### src/rtl/mem_stage_ctrl.sv
// Memory-stage controller: sequences one memory access per load/store with a
// bounded wait for mem_ack, and registers the results for writeback.
module mem_stage_ctrl #(
    parameter int unsigned TIMEOUT = 15
) (
    input  logic        CLK,
    input  logic        RST,
    input  logic [31:0] ALUResultM,
    input  logic [31:0] WriteDataM,
    input  logic        RegWriteM,
    input  logic        MemtoRegM,
    input  logic        MemWriteM,
    input  logic [3:0]  WA3M,
    output logic        StallM,
    output logic        mem_req,
    output logic        mem_we,
    output logic [31:0] mem_addr,
    output logic [31:0] mem_wdata,
    input  logic [31:0] mem_rdata,
    input  logic        mem_ack,
    output logic [31:0] ReadDataW,
    output logic [31:0] ALUOutW,
    output logic        RegWriteW,
    output logic        MemtoRegW,
    output logic [3:0]  WA3W,
    output logic        ErrM
);

    typedef enum logic [1:0] {IDLE, ACCESS, RESP} state_t;

    localparam logic [7:0] TIMEOUT_LAST = 8'(TIMEOUT - 1);

    state_t      state_q, state_d;
    logic [7:0]  cnt_q, cnt_d;
    logic        req_q, req_d;
    logic        we_q, we_d;
    logic [31:0] addr_q, addr_d;
    logic [31:0] wdata_q, wdata_d;
    logic [31:0] rdata_q, rdata_d;
    logic        tout_q, tout_d;
    logic        err_q, err_d;
    logic [31:0] read_data_w_q, read_data_w_d;
    logic [31:0] alu_out_w_q, alu_out_w_d;
    logic        reg_write_w_q, reg_write_w_d;
    logic        mem_to_reg_w_q, mem_to_reg_w_d;
    logic [3:0]  wa3_w_q, wa3_w_d;

    logic memop;
    logic is_load;
    logic timeout_hit;
    logic w_update;

    // A store that also claims MemtoReg is still just a store.
    assign memop       = MemWriteM | MemtoRegM;
    assign is_load     = MemtoRegM & ~MemWriteM;
    assign timeout_hit = (state_q == ACCESS) && !mem_ack && (cnt_q == TIMEOUT_LAST);
    assign w_update    = ((state_q == IDLE) && !memop) || (state_q == RESP);

    always_ff @(posedge CLK or posedge RST) begin
        if (RST) begin
            state_q <= IDLE;
        end else begin
            state_q <= state_d;
        end
    end

    always_comb begin
        state_d = state_q;
        case (state_q)
            IDLE:    if (memop) state_d = ACCESS;
            ACCESS:  if (mem_ack || timeout_hit) state_d = RESP;
            RESP:    state_d = IDLE;
            default: state_d = IDLE;
        endcase
    end

    always_comb begin
        StallM = ((state_q == IDLE) && memop) || (state_q == ACCESS);
    end

    always_comb begin
        cnt_d   = cnt_q;
        req_d   = req_q;
        we_d    = we_q;
        addr_d  = addr_q;
        wdata_d = wdata_q;
        rdata_d = rdata_q;
        tout_d  = tout_q;
        err_d   = err_q;
        case (state_q)
            IDLE: begin
                if (memop) begin
                    req_d   = 1'b1;
                    we_d    = MemWriteM;
                    addr_d  = ALUResultM;
                    wdata_d = WriteDataM;
                    cnt_d   = 8'd0;
                    tout_d  = 1'b0;
                    rdata_d = 32'd0;
                end
            end
            ACCESS: begin
                // An ack on the final wait cycle wins over the timeout.
                if (mem_ack) begin
                    req_d   = 1'b0;
                    we_d    = 1'b0;
                    rdata_d = is_load ? mem_rdata : 32'd0;
                end else begin
                    cnt_d = cnt_q + 8'd1;
                    if (timeout_hit) begin
                        req_d   = 1'b0;
                        we_d    = 1'b0;
                        rdata_d = 32'd0;
                        tout_d  = 1'b1;
                        err_d   = 1'b1;
                    end
                end
            end
            default: ;
        endcase
    end

    always_comb begin
        read_data_w_d  = read_data_w_q;
        alu_out_w_d    = alu_out_w_q;
        wa3_w_d        = wa3_w_q;
        reg_write_w_d  = 1'b0;
        mem_to_reg_w_d = 1'b0;
        if (w_update) begin
            alu_out_w_d    = ALUResultM;
            read_data_w_d  = (state_q == RESP) ? rdata_q : 32'd0;
            wa3_w_d        = WA3M;
            reg_write_w_d  = RegWriteM & ~MemWriteM & ~((state_q == RESP) & tout_q);
            mem_to_reg_w_d = MemtoRegM & ~MemWriteM;
        end
    end

    always_ff @(posedge CLK or posedge RST) begin
        if (RST) begin
            cnt_q          <= 8'd0;
            req_q          <= 1'b0;
            we_q           <= 1'b0;
            addr_q         <= 32'd0;
            wdata_q        <= 32'd0;
            rdata_q        <= 32'd0;
            tout_q         <= 1'b0;
            err_q          <= 1'b0;
            read_data_w_q  <= 32'd0;
            alu_out_w_q    <= 32'd0;
            reg_write_w_q  <= 1'b0;
            mem_to_reg_w_q <= 1'b0;
            wa3_w_q        <= 4'd0;
        end else begin
            cnt_q          <= cnt_d;
            req_q          <= req_d;
            we_q           <= we_d;
            addr_q         <= addr_d;
            wdata_q        <= wdata_d;
            rdata_q        <= rdata_d;
            tout_q         <= tout_d;
            err_q          <= err_d;
            read_data_w_q  <= read_data_w_d;
            alu_out_w_q    <= alu_out_w_d;
            reg_write_w_q  <= reg_write_w_d;
            mem_to_reg_w_q <= mem_to_reg_w_d;
            wa3_w_q        <= wa3_w_d;
        end
    end

    assign mem_req   = req_q;
    assign mem_we    = we_q;
    assign mem_addr  = addr_q;
    assign mem_wdata = wdata_q;
    assign ReadDataW = read_data_w_q;
    assign ALUOutW   = alu_out_w_q;
    assign RegWriteW = reg_write_w_q;
    assign MemtoRegW = mem_to_reg_w_q;
    assign WA3W      = wa3_w_q;
    assign ErrM      = err_q;

endmodule

### config.mk
export PLATFORM = sky130hd
export DESIGN_NAME = mem_stage_ctrl
export DESIGN_NICKNAME = d
export VERILOG_FILES = /design/src/rtl/mem_stage_ctrl.sv
export SDC_FILE = /design/constraint.sdc
export NUM_CORES = 1
export LEC_CHECK = 0
export ABC_CLOCK_PERIOD_IN_PS = 6000
export BUFFER_PORTS_ARGS = -buffer_cell sky130_fd_sc_hd__buf_2
export CAP_MARGIN = 15
export CELL_PAD_IN_SITES_DETAIL_PLACEMENT = 1
export CELL_PAD_IN_SITES_GLOBAL_PLACEMENT = 2
export CORE_MARGIN = 2
export CORE_UTILIZATION = 31
export DETAILED_ROUTE_END_ITERATION = 10
export PLACE_DENSITY_LB_ADDON = 0.1
export SLEW_MARGIN = 40
export SYNTH_ARGS = -nofsm -noshare
export SYNTH_HDL_FRONTEND = slang
export SYNTH_SLANG_ARGS = --single-unit
### constraint.sdc
create_clock -name CLK -period 6 [get_ports CLK]
set_input_delay 0.3 -clock CLK [delete_from_list [all_inputs] [get_ports CLK]]
set_output_delay 0.3 -clock CLK [all_outputs]
set_load 0.005 [all_outputs]
# Word-level counts from Yosys, hierarchy flattened
# Cells that the tools add are included.
[totals]
ff_bits = 180
in_bits = 106
out_inout_bits = 138
word_cells = 72
[op_classes]
addsub = 1
n_eq_ne = 8
n_mux = 24
bitwise = 8
n_reduce_logical = 17
[ops]
columns = ["op", "n"]
rows = [
  ["$mux W32", 5],
  ["$pmux W32 S2", 1],
  ["$mux W8", 2],
  ["$pmux W8 S2", 1],
  ["$mux W1", 9],
  ["$reduce_and A3 Y1", 3],
  ["$add A8 B1 Y8 const B", 1],
  ["$eq A8 B4 Y1 const B", 1],
  ["$ne A2 B2 Y1 const B", 4],
  ["$pmux W1 S2", 3],
  ["$and A1 B1 Y1", 4],
  ["$logic_and A1 B1 Y1", 4],
  ["$mux W2", 2],
  ["$pmux W2 S2", 1],
  ["$reduce_and A2 Y1", 2],
  ["$reduce_and A4 Y1", 1],
  ["$logic_or A1 B1 Y1", 3],
  ["$ne A3 B3 Y1 const B", 1],
  ["$not A1 Y1", 3],
  ["$eq A2 B1 Y1 const B", 1],
  ["$eq A2 B2 Y1 const B", 1],
  ["$logic_not A1 Y1", 2],
  ["$logic_not A2 Y1", 1],
  ["$reduce_bool A2 Y1", 1],
  ["$or A1 B1 Y1", 1],
]

# Longest topological paths before layout
[logic_depth]
word_depth = 6
ltp_mapped = 8
mapped_depth_nobuf = 6

# Worst setup path before layout
# OpenSTA, ideal clock, no wires.
[synth_timing]
path_kind = "reg2reg"
startpoint = "register cnt_q[0]"
endpoint = "register rdata_q[0]"
setup_time_ps = 121
t_arrival_ps = 1654
t_required_ps = 5879
path_slack_ps = 4225
path_stages_with_launch = 8
n_path_buf = 1
period_less_slack_ps = 1775
cell_sequence = "dfrtp_1 inv_1 ha_1 or4b_4 o21ai_4 nand2_4 buf_6 a22o_1"
[synth_via]
elab_chain_len = 4
[synth_rtl]
columns = ["item", "line", "source"]
rows = [
  ["start: declaration", "34", "logic [7:0] cnt_q, cnt_d;"],
  ["start signal: assignment", "154", "cnt_q <= cnt_d;"],
  ["$eq A8 B4 Y1", "56", "assign timeout_hit = (state_q == ACCESS) && !mem_ack && (cnt_q == TIMEOUT_LAST);"],
  ["$logic_and A1 B1 Y1", "56", ""],
  ["$ne A3 B3 Y1 (no source line)", "--", ""],
  ["$reduce_and A3 Y1 (no source line)", "--", ""],
  ["end signal: assignment", "159", "rdata_q <= rdata_d;"],
  ["end: declaration", "39", "logic [31:0] rdata_q, rdata_d;"],
]
# Every way passes these cells.
# A chain may end at the register's enable or synchronous reset.

# Worst setup path after layout
[layout_timing]
startpoint = "register state_q[1]"
endpoint = "register alu_out_w_q[29] (netlist: ALUOutW[29])"
[layout_via]
elab_chain_len = 3
elab_cells_between_ends = 4
classes_between = "1 x eq/ne; 3 x reduce/logical"
[layout_rtl]
columns = ["item", "line", "source"]
rows = [
  ["start: declaration", "33", "state_t state_q, state_d;"],
  ["start signal: assignment", "63", "state_q <= state_d;"],
  ["$logic_not A2 Y1", "57", "assign w_update = ((state_q == IDLE) && !memop) || (state_q == RESP);"],
  ["$logic_and A1 B1 Y1", "57", ""],
  ["$logic_or A1 B1 Y1 (*)", "57", ""],
  ["end signal: assignment", "163", "alu_out_w_q <= alu_out_w_d;"],
  ["end: declaration", "43", "logic [31:0] alu_out_w_q, alu_out_w_d;"],
]
# Mark *: on every way between the ends. The rest lies on a longest branch, timed or not.

==> flow_metrics.env <==
export IMPL_final_setup_worst_slack_ns=3.71
export IMPL_hold_viol_final=0
export IMPL_drtIter0Drc=172
export IMPL_yosysSeqAreaShare=0.665
export IMPL_seq_area_sq_um=4500
export IMPL_internal_power_mw=2.86
export IMPL_die_area_sq_um=23000
export IMPL_ant_nets=0
export IMPL_ys_top_cells_by_count="199 x nand2_1, 180 x dfrtp_1, 66 x a22o_1, 36 x mux2_2, 16 x clkbuf_1"
export IMPL_nFillCells=2405
export IMPL_multi_input_area_sq_um=2120
export IMPL_place_ws_ns=3.66
export IMPL_syn_nets=680
export IMPL_grt_use_met1=0.226
export IMPL_setup_viol=0
export IMPL_coreArea_sq_um=21600
export IMPL_seq_power_share=0.423
export IMPL_swShare=0.354
export IMPL_rsz0062_at_grt="false"
export IMPL_drive_above_1_share=0.397
export IMPL_fin_crit_ns=2.29
export IMPL_yosysTopAreaCell="dfrtp_1"
export IMPL_fmaxAchievable_ghz=0.437
export IMPL_required_ns=6.31
export IMPL_netlist_area_sq_um=6770
export IMPL_cts_resized=0
export IMPL_cts_max_level=4
export IMPL_syn_inst=572
export IMPL_slew_violations=0
export IMPL_synth_cell_type_count=38
export IMPL_postCtsSetupBuffers=0
export IMPL_fin_nets=916
export IMPL_critical_path_arrival_ns=2.60
export IMPL_place_gp_congestion=0.777
export IMPL_cts_buffer_depth=2
export IMPL_cap_violations=0
export IMPL_portBuffers=243
export IMPL_die_h_microns=152
export IMPL_drtPass1Iterations=4
export IMPL_antenna_found_initial=0
export IMPL_postSynth_asyncResetShare=1.00
export IMPL_synth_most_common_cell="nand2_1"
export IMPL_path_cells="o21bai_4 -> buf_4 -> mux2_2"
export IMPL_cts_tree="done"
export IMPL_met2_usage=0.263
export IMPL_post_route_drc_count=0
export IMPL_crit_path_top_delay_cell="buf_4"
export IMPL_ys_ff_latch=180
export IMPL_synth_ff_type="dfrtp_1"
export IMPL_powerDensity_nw_per_um2=499
export IMPL_p_comb_frac=0.335
export IMPL_power_share_clock=0.242
export IMPL_switchingPower_mw=1.57
export IMPL_vias_per_cell=4.66
export IMPL_timing_final_crit_share=0.381
export IMPL_grt_ovfl_total=0
export IMPL_critPathKind="reg2reg"
export IMPL_clock_sinks=180
export IMPL_start_util=0.313
export IMPL_worst_pin_slew_ns=0.712
export IMPL_synth_edf_count=0
export IMPL_first_global_vias=5394
export IMPL_grt_max_degree=110
export IMPL_grt_total_usage=0.171
export IMPL_end_kind="register"
export IMPL_ir_drop_v=0.000185
export IMPL_clkLatencyLatePin_ns=0.43
export IMPL_hold_path_class="in2reg"
export IMPL_cts_hold_buf=0
export IMPL_rows=54
export IMPL_ios=244
export IMPL_status="completed"
export IMPL_cts_reportedPaths_clkPinSlew_ns=0.07
export IMPL_yosys_warnings=0
export IMPL_use_met3=0.0602
export IMPL_tns_ns=0
export IMPL_cp_max_fo=53
export IMPL_post_drt_wl_per_cell_microns=17.5
export IMPL_finClkSkew_ns=0.0113
export IMPL_drt_total_wl_mm=19.3
export IMPL_p_leak_nw=4.73
export IMPL_cts_buffers=17
export IMPL_grt_pass1_wl_mm=29.9
export IMPL_yosys_area_top_type_share=0.665
export IMPL_die_w_microns=152
export IMPL_dr_total_vias=5140
export IMPL_worst_setup_path_start_kind="register"
export IMPL_cts_root_buf="clkbuf_16"
export IMPL_maxSlewHeadroom=0.525
export IMPL_avgSynthCellArea_sq_um=11.8
export IMPL_synthTopCellsByArea="dfrtp_1 67%, nand2_1 11%, a22o_1 8.5%"
export IMPL_critPathMaxStageDelay_ns=0.66
export IMPL_area_growth_pct=31.0
export IMPL_busiest_layer="met2"
export IMPL_hpwl_mm=12.9
-- worst max-delay path: cells and delay by family, from the launching register on --
kind / cells / cell delay, ns
buffers and inverters: 1 / 0.66
multiplexers: 1 / 0.42
AO/OA/AOI/OAI: 1 / 0.53
flip-flops: 1 / 0.52
-- layer usage --
metal | part of all wire | vias up
met2 | 0.47 | 156
met4 | 0.013 | 0
met3 | 0.077 | 19
met5 | 0 | -
met1 | 0.44 | 2574
li1 | - | 2391
-- worst paths after layout --
| kind | start | slack [ns] | depth (start not counted) | endpoint |
|---|---|---|---|---|
| max in group asynchronous | RST | 4.44 | 4 | cnt_q[0] |
| worst min register to register | mem_addr[19] | 0.47 | 2 | mem_addr[19] |
| worst min-delay path | WriteDataM[25] | 0.06 | 3 | mem_wdata[25] |
| worst max register to register | state_q[1] | 3.71 | 3 | ALUOutW[29] |
| worst max-delay path | state_q[1] | 3.71 | 3 | ALUOutW[29] |
| min in group asynchronous | RST | 0.50 | 3 | mem_wdata[9] |
-- per-stage QoR --
| stage | hold WS [ns] | cell area [sq um] | util | cells | power, mW |
|---|---|---|---|---|---|
| 2_1_floorplan | 0.383 | 6770 | - | 572 | 2.68 |
| 3_3_place_gp | 0.454 | 8260 | 0.382 | 1067 | 3.34 |
| 3_5_place_dp | 0.457 | 8270 | 0.382 | 1067 | 3.40 |
| 4_1_cts | 0.0405 | 8830 | 0.408 | 1099 | 4.50 |
| 5_1_grt | 0.0465 | 8870 | 0.410 | 1101 | 4.76 |
| 6_report | 0.0570 | 8870 | 0.410 | 1102 | 4.42 |
-- area by class of cell --
type / instances / area share
Sequential cell: 180 / 0.508
Multi-Input combinational cell: 353 / 0.239
Timing Repair Buffer: 251 / 0.146
Clock buffer: 20 / 0.0492
Tap cell: 280 / 0.0395
Clock inverter: 12 / 0.0138
Inverter: 5 / 0.00353
Antenna cell: 1 / 0.000282
-- cell usage in the layout (no fill, tap or decap), types with 2 or more instances in the layout --
cell and n:
dfrtp_1 180, inv_6 3, o31ai_1 3, clkinvlp_4 2
clkbuf_1 3, clkinv_4 4, nand2b_1 3, nand4_1 3
nor3_1 2, mux2_2 36, a22o_1 66, inv_1 3
o21ai_4 2, xor2_1 2, buf_6 2, nor2_1 8
nand3_1 4, buf_2 243, a21oi_1 4, or4_1 2
nand2_1 199, buf_4 4, ha_1 2, clkbuf_16 17
-- cell families after synthesis --
logic type	share of synthesized area
buffers and inverters	0.0275
AO/OA/AOI/OAI	0.0989
flip-flops	0.665
AND/OR/NAND/NOR	0.141
adder cells (fa/ha/maj)	0.00369
XOR/XNOR	0.00259
multiplexers	0.0613
-- power groups by stage --
stage,clock [mW],sequential [mW],combinational [mW]
final,1.07,1.87,1.48
after CTS,1.11,1.87,1.51
after floorplan,0,1.88,0.798
after global routing,1.16,1.93,1.67
after detailed placement,0,1.88,1.51
after global placement,0,1.86,1.47
-- sequential cells by signal (all words and copies together) (netlist names) --
signal / cells
ErrM: 1
mem_wdata: 32
state_q: 2
ReadDataW: 32
WA3W: 4
rdata_q: 32
mem_addr: 32
tout_q: 1
cnt_q: 8
MemtoRegW: 1
mem_req: 1
ALUOutW: 32
mem_we: 1
RegWriteW: 1
Power figures use the tool's default switching activity.
